`config.mk`:
```
export PLATFORM = sky130hd
export DESIGN_NAME = csela64_stream
export DESIGN_NICKNAME = d
export VERILOG_FILES = /design/src/rtl/csela64_stream.sv
export SDC_FILE = /design/constraint.sdc
export NUM_CORES = 1
export LEC_CHECK = 0
export ABC_AREA = 0
export CORE_MARGIN = 2
export CORE_UTILIZATION = 40
export CTS_CLUSTER_DIAMETER = 100
export DETAILED_ROUTE_END_ITERATION = 16
export GPL_ROUTABILITY_DRIVEN = 0
export GPL_TIMING_DRIVEN = 0
export PLACE_DENSITY = 0.59
export SYNTH_ARGS = -nofsm -noshare
export SYNTH_HDL_FRONTEND = slang
export SYNTH_SLANG_ARGS = --single-unit
```
`constraint.sdc`:
```
create_clock -name clk -period 12 [get_ports clk]
set_input_delay 1.2 -clock clk [delete_from_list [all_inputs] [get_ports clk]]
set_output_delay 1.2 -clock clk [all_outputs]
set_load 0.01 [all_outputs]
```
`src/rtl/csela64_stream.sv`:
```
// csela64_stream
//   Streaming wrapper around a 64-bit carry-select adder. Operand pairs are
//   buffered in a DEPTH-entry FIFO. The FIFO head feeds the adder
//   combinationally, and the result is captured in one registered
//   valid/ready output stage, which has no skid buffer.
//
// Optional feature: define ADDER_OVF_FLAG_EN to add the registered signed
//   overflow output out_ovf.
//
// Ports
//   clk, rst_n        clock, asynchronous active-low reset
//   flush             synchronous clear of FIFO and output stage (data kept)
//   in_valid/in_ready operand handshake; in_ready = !full
//   in_a, in_b        64-bit operands
//   out_valid/out_ready result handshake
//   out_sum, out_cout registered a+b (mod 2^64) and carry-out
//   out_ovf           registered signed overflow (ADDER_OVF_FLAG_EN only)
//   level             FIFO occupancy, 0..DEPTH
module csela64_stream #(
  parameter int DEPTH = 4
) (
  input  logic                     clk,
  input  logic                     rst_n,
  input  logic                     flush,
  input  logic                     in_valid,
  output logic                     in_ready,
  input  logic [63:0]              in_a,
  input  logic [63:0]              in_b,
  output logic                     out_valid,
  input  logic                     out_ready,
  output logic [63:0]              out_sum,
  output logic                     out_cout,
`ifdef ADDER_OVF_FLAG_EN
  output logic                     out_ovf,
`endif
  output logic [$clog2(DEPTH):0]   level
);

  localparam int DATA_W = 64;
  localparam int BLK_W  = 16;
  localparam int NBLK   = DATA_W / BLK_W;
  localparam int AW     = $clog2(DEPTH);
  localparam int LW     = AW + 1;

  // Carry-select add: every 16-bit block precomputes its sum for both
  // carry-in values, and the incoming block carry selects one of them.
  function automatic logic [DATA_W:0] csel_add(input logic [DATA_W-1:0] a,
                                               input logic [DATA_W-1:0] b);
    logic [BLK_W:0]    s0;
    logic [BLK_W:0]    s1;
    logic [DATA_W-1:0] s;
    logic              c;
    s = '0;
    c = 1'b0;
    for (int k = 0; k < NBLK; k++) begin
      s0 = {1'b0, a[k*BLK_W +: BLK_W]} + {1'b0, b[k*BLK_W +: BLK_W]};
      s1 = {1'b0, a[k*BLK_W +: BLK_W]} + {1'b0, b[k*BLK_W +: BLK_W]} + {{BLK_W{1'b0}}, 1'b1};
      if (c) begin
        s[k*BLK_W +: BLK_W] = s1[BLK_W-1:0];
        c                   = s1[BLK_W];
      end else begin
        s[k*BLK_W +: BLK_W] = s0[BLK_W-1:0];
        c                   = s0[BLK_W];
      end
    end
    return {c, s};
  endfunction

`ifdef ADDER_OVF_FLAG_EN
  // Two's-complement overflow: operands agree in sign, but the sum does not.
  function automatic logic ovf_flag(input logic signed [DATA_W-1:0] a,
                                    input logic signed [DATA_W-1:0] b,
                                    input logic signed [DATA_W-1:0] s);
    return (a[DATA_W-1] == b[DATA_W-1]) && (s[DATA_W-1] != a[DATA_W-1]);
  endfunction
`endif

  logic signed [DATA_W-1:0] mem_a_p0 [DEPTH];
  logic signed [DATA_W-1:0] mem_b_p0 [DEPTH];
  logic [AW-1:0]            wr_ptr_p0;
  logic [AW-1:0]            rd_ptr_p0;
  logic                     vld_p1;
  logic                     full;
  logic                     empty;
  logic                     push;
  logic                     pop;
  logic signed [DATA_W-1:0] head_a;
  logic signed [DATA_W-1:0] head_b;
  logic [DATA_W:0]          add_res;

  assign full     = (level == LW'(DEPTH));
  assign empty    = (level == '0);
  assign in_ready = !full;
  // Full-only acceptance: a pop in the same cycle does not open a slot.
  assign push     = in_valid && !full && !flush;
  assign pop      = !empty && (!vld_p1 || out_ready) && !flush;

  assign head_a    = mem_a_p0[rd_ptr_p0];
  assign head_b    = mem_b_p0[rd_ptr_p0];
  assign add_res   = csel_add(head_a, head_b);
  assign out_valid = vld_p1;

  // ---- stage p0: operand FIFO storage (not reset) ----
  always_ff @(posedge clk) begin
    if (push) begin
      mem_a_p0[wr_ptr_p0] <= in_a;
      mem_b_p0[wr_ptr_p0] <= in_b;
    end
  end

  // ---- stage p0: FIFO control ----
  always_ff @(posedge clk or negedge rst_n) begin
    if (!rst_n) begin
      wr_ptr_p0 <= '0;
      rd_ptr_p0 <= '0;
      level     <= '0;
    end else if (flush) begin
      wr_ptr_p0 <= '0;
      rd_ptr_p0 <= '0;
      level     <= '0;
    end else begin
      if (push) wr_ptr_p0 <= wr_ptr_p0 + AW'(1);
      if (pop)  rd_ptr_p0 <= rd_ptr_p0 + AW'(1);
      unique case ({push, pop})
        2'b10:   level <= level + LW'(1);
        2'b01:   level <= level - LW'(1);
        default: level <= level;
      endcase
    end
  end

  // ---- stage p1: registered adder result ----
  always_ff @(posedge clk or negedge rst_n) begin
    if (!rst_n) begin
      vld_p1   <= 1'b0;
      out_sum  <= '0;
      out_cout <= 1'b0;
`ifdef ADDER_OVF_FLAG_EN
      out_ovf  <= 1'b0;
`endif
    end else if (flush) begin
      vld_p1 <= 1'b0;
    end else if (pop) begin
      vld_p1   <= 1'b1;
      out_sum  <= add_res[DATA_W-1:0];
      out_cout <= add_res[DATA_W];
`ifdef ADDER_OVF_FLAG_EN
      out_ovf  <= ovf_flag(head_a, head_b, add_res[DATA_W-1:0]);
`endif
    end else if (out_ready) begin
      vld_p1 <= 1'b0;
    end
  end

endmodule

```
==> results.py <==
metrics = {
    "critical_path": {
        "reg2reg_to": "out_sum[59]$_DFFE_PN0P_",
        "crit_type": "register to register",
        "startpoint": "rd_ptr_p0[0]$_DFFE_PN0P_",
        "ff2ff_path_depth": 20,
        "crit_top_cell": "a21oi_1",
        "critical_path_buf_inv_count": 5,
        "cp-start-kind": "register",
        "critical_path_required_ns": 12.43,
        "cp.depth": 20,
        "critical_path.max_fanout": 10,
        "crit_chain": "clkbuf_1 > clkbuf_1 > buf_1 > mux4_2 > ha_1 > inv_1 > fa_1 > nand2b_1 > a21oi_1 > o311ai_0 > a21oi_1 > o2111ai_1 > nor3_2 > a21oi_1 > nor4_4 > xnor2_2 > buf_6 > nand3_1 > xnor2_1 > o21ai_1",
        "crit_path_top_delay_cell": "clkbuf_1",
        "crit_end": "out_sum[59]$_DFFE_PN0P_",
        "rr_startpoint": "rd_ptr_p0[0]$_DFFE_PN0P_",
        "cp-end-kind": "register",
        "worstPathArrival_ns": 7.51,
        "critPathTopFamily": "buffers and inverters",
        "slowest_delay_ns": 0.88,
        "reg2reg_slack_ns": 4.92,
    },
    "timing": {
        "finClkSkew_ns": 0.0176,
        "grt_setup_unrepaired": "no",
        "setup_viol": 0,
        "fin_crit_ns": 7.08,
        "slew_headroom_pct": 24.6,
        "hold_violations": 0,
        "finalMaxSlewViolations": 0,
        "fin_crit_sh_pct": 59.0,
        "tightestPinTransition_ns": 1.13,
        "max_freq_mhz": 141,
        "tns_ns": 0,
    },
    "synth": {
        "ys_top_cells_by_area": "edfxtp_1 61%, mux4_2 11%, dfrtp_1 7.3%, ha_1 3.5%, xnor2_1 2.2%",
        "netlist_area_sq_um": 25100,
        "synth-edff-count": 512,
        "yosysSeqAreaShare_pct": 68.5,
        "async_flop_share_pct": 12.5,
        "synth_commonest_cells": "512 x edfxtp_1, 128 x mux4_2, 102 x nand2_1",
        "synth_nets": 1670,
        "ys_types": 77,
        "synth_most_common_cell": "edfxtp_1",
        "ys_ff_latch": 585,
        "ys.warnings.count": 0,
        "ys.flop_type": "edfxtp_1",
        "yosysTopAreaCell": "edfxtp_1",
        "synth.top_cell.area_share_pct": 61.2,
        "synthesis.area_per_instance_sq_um": 17.2,
        "synth_cells": 1461,
    },
    "finish": {
        "multi_input_area_sq_um": 7620,
        "seqCellArea_sq_um": 17200,
        "drive_gt1_share_pct": 14.8,
        "final_nets": 1951,
        "fillCellCount": 5193,
        "area_delta_synth_final_pct": 22.0,
        "final_area_sq_um": 30600,
    },
    "place": {
        "dpl.hpwl_um": 38000,
        "dpl_cell_area_sq_um": 28400,
        "io_buffers": 202,
    },
    "routing": {
        "drt_iter0_markers": 1029,
        "post_drt_wl_per_cell_um": 21.4,
        "remaining_drc_errors": 0,
        "wl_um": 56300,
        "dr.pass1.iters": 5,
        "vias": 13728,
        "viasPerCell": 5.22,
        "ant_nets": 0,
    },
    "floorplan": {
        "fp-row-count": 91,
        "dieArea_sq_um": 64800,
        "fp.coreArea_sq_um": 61800,
        "io_pins": 203,
        "start_util_pct": 40.6,
        "fp.dieW_um": 255,
        "die-height_um": 255,
    },
    "clock_tree": {
        "postCtsHoldBufs": 0,
        "cts-htree-levels": 3,
        "clkLatencyLatePin_ns": 0.59,
        "post_cts_buffers": 0,
        "tritoncts": "done",
        "cts_sinks": 585,
        "clk_pin_slew_worst_paths_ns": 0.06,
        "cts_made_buffers": 67,
        "cts_buffer_depth": 3,
        "root_buffer": "clkbuf_16",
        "ctsResizeCount": 0,
    },
    "pwr": {
        "ir_drop_v": 0.000113,
        "pwr_density_cell_nw_per_um2": 259,
        "p_leak_nw": 10.4,
    },
    "global_routing": {
        "grt_max_degree": 60,
        "grt_pass1_vias": 14470,
        "grt.total_usage_pct": 17.7,
        "grt_pass1_wl_um": 84900,
        "antenna_found_initial": 5,
        "grt_overflow": 0,
    },
    "worst_hold_path": {
        "worstHoldPathType": "register to register",
    },
    "status": {
        "outcome": "complete, no violations",
    },
    "run": {
        "cap_violations": 0,
    },
}
flip-flops by register name, summed over array words and instances (netlist names):
register   flops
rd_ptr_p0      2
out_cout       1
out_sum       64
mem_a_p0     256
mem_b_p0     256
wr_ptr_p0      2
out_valid      1
level          3
cell families (layout without fill, tap and decap cells):
| kind of cell | count (synthesis) | after routing | synth area share, % |
|---|---|---|---|
| flip-flops | 585 | 585 | 68.5 |
| adder cells (fa/ha/maj) | 76 | 76 | 3.94 |
| buffers and inverters | 73 | 405 | 1.14 |
| XOR/XNOR | 106 | 106 | 3.73 |
| AND/OR/NAND/NOR | 257 | 257 | 5.01 |
| multiplexers | 139 | 139 | 12.0 |
| other | 0 | 2 | 0 |
| AO/OA/AOI/OAI | 225 | 225 | 5.70 |
layout by cell type, fill, tap and decap left out, types with 9 or more instances in the layout:
master and instances:
a21o_1 13, a21oi_1 43, buf_1 18, clkbuf_1 50, clkbuf_16 71, clkdlybuf4s50_1 201, clkinv_1 9, dfrtp_1 73
edfxtp_1 512, ha_1 71, inv_1 22, mux4_2 128, nand2_1 102, nand3_1 20, nor2_1 50, nor3_1 20
o21a_1 16, o21ai_0 74, o21ai_1 13, xnor2_1 62, xor2_1 43
how the worst min path moves through the flow:
| stage | depth (start not counted) | to | slack (ns) | from |
|---|---|---|---|---|
| floorplan | 2 | out_sum[30]$_DFFE_PN0P_ | 0.51 | out_sum[30]$_DFFE_PN0P_ |
| global placement | 2 | out_sum[43]$_DFFE_PN0P_ | 0.46 | out_sum[43]$_DFFE_PN0P_ |
| detailed placement | 2 | out_sum[43]$_DFFE_PN0P_ | 0.46 | out_sum[43]$_DFFE_PN0P_ |
| CTS | 1 | out_sum[8]$_DFFE_PN0P_ | 0.45 | rst_n |
| global route | 1 | out_sum[8]$_DFFE_PN0P_ | 0.46 | rst_n |
| finish | 2 | out_sum[43]$_DFFE_PN0P_ | 0.47 | out_sum[43]$_DFFE_PN0P_ |
report_power, final:
| part | total (W) | internal, W | switching, W |
|---|---|---|---|
| combinational | 0.00333 | 0.00149 | 0.00184 |
| clock | 0.00201 | 0.00123 | 0.000785 |
| sequential | 0.00258 | 0.00245 | 0.000129 |
| total | 0.00792 | 0.00517 | 0.00275 |
through the flow:
stage                     hold WS [ns]  total power, W  setup WS (ns)  std cells  util [%]
final                            0.470         0.00792           4.92       2632      49.5
after CTS                        0.452         0.00803           4.71       2630      49.5
after global routing             0.461         0.00843           4.43       2631      49.5
after floorplan                  0.507         0.00496           6.97       1461         -
after detailed placement         0.457         0.00598           4.73       2510      46.0
after global placement           0.455         0.00594           3.47       2500      45.6
tightest hold or removal path, delay by kind of cell (launching register included):
family           cells  cell delay, ns
and+or+nand+nor      2            0.10
DFF                  1            0.34
routing by layer:
layer	share of wire [%]	global-route usage (%)	vias to the layer above	wire length (um)
met2	49	29.7	305	27800
met4	2.6	5.26	8	1460
met1	43	22.9	6950	24000
met5	0.082	0	-	46
li1	-	-	6358	-
met3	5.3	4.10	107	2990
layout make-up:
class,instances,area share [%]
Tap cell,837,3.42
Antenna cell,2,0.0163
Clock buffer,94,6.18
Multi-Input combinational cell,803,24.9
Timing Repair Buffer,212,7.45
Sequential cell,585,56.2
Clock inverter,26,0.911
Buffer,51,0.666
Inverter,22,0.270
Power figures use the tool's default switching activity.
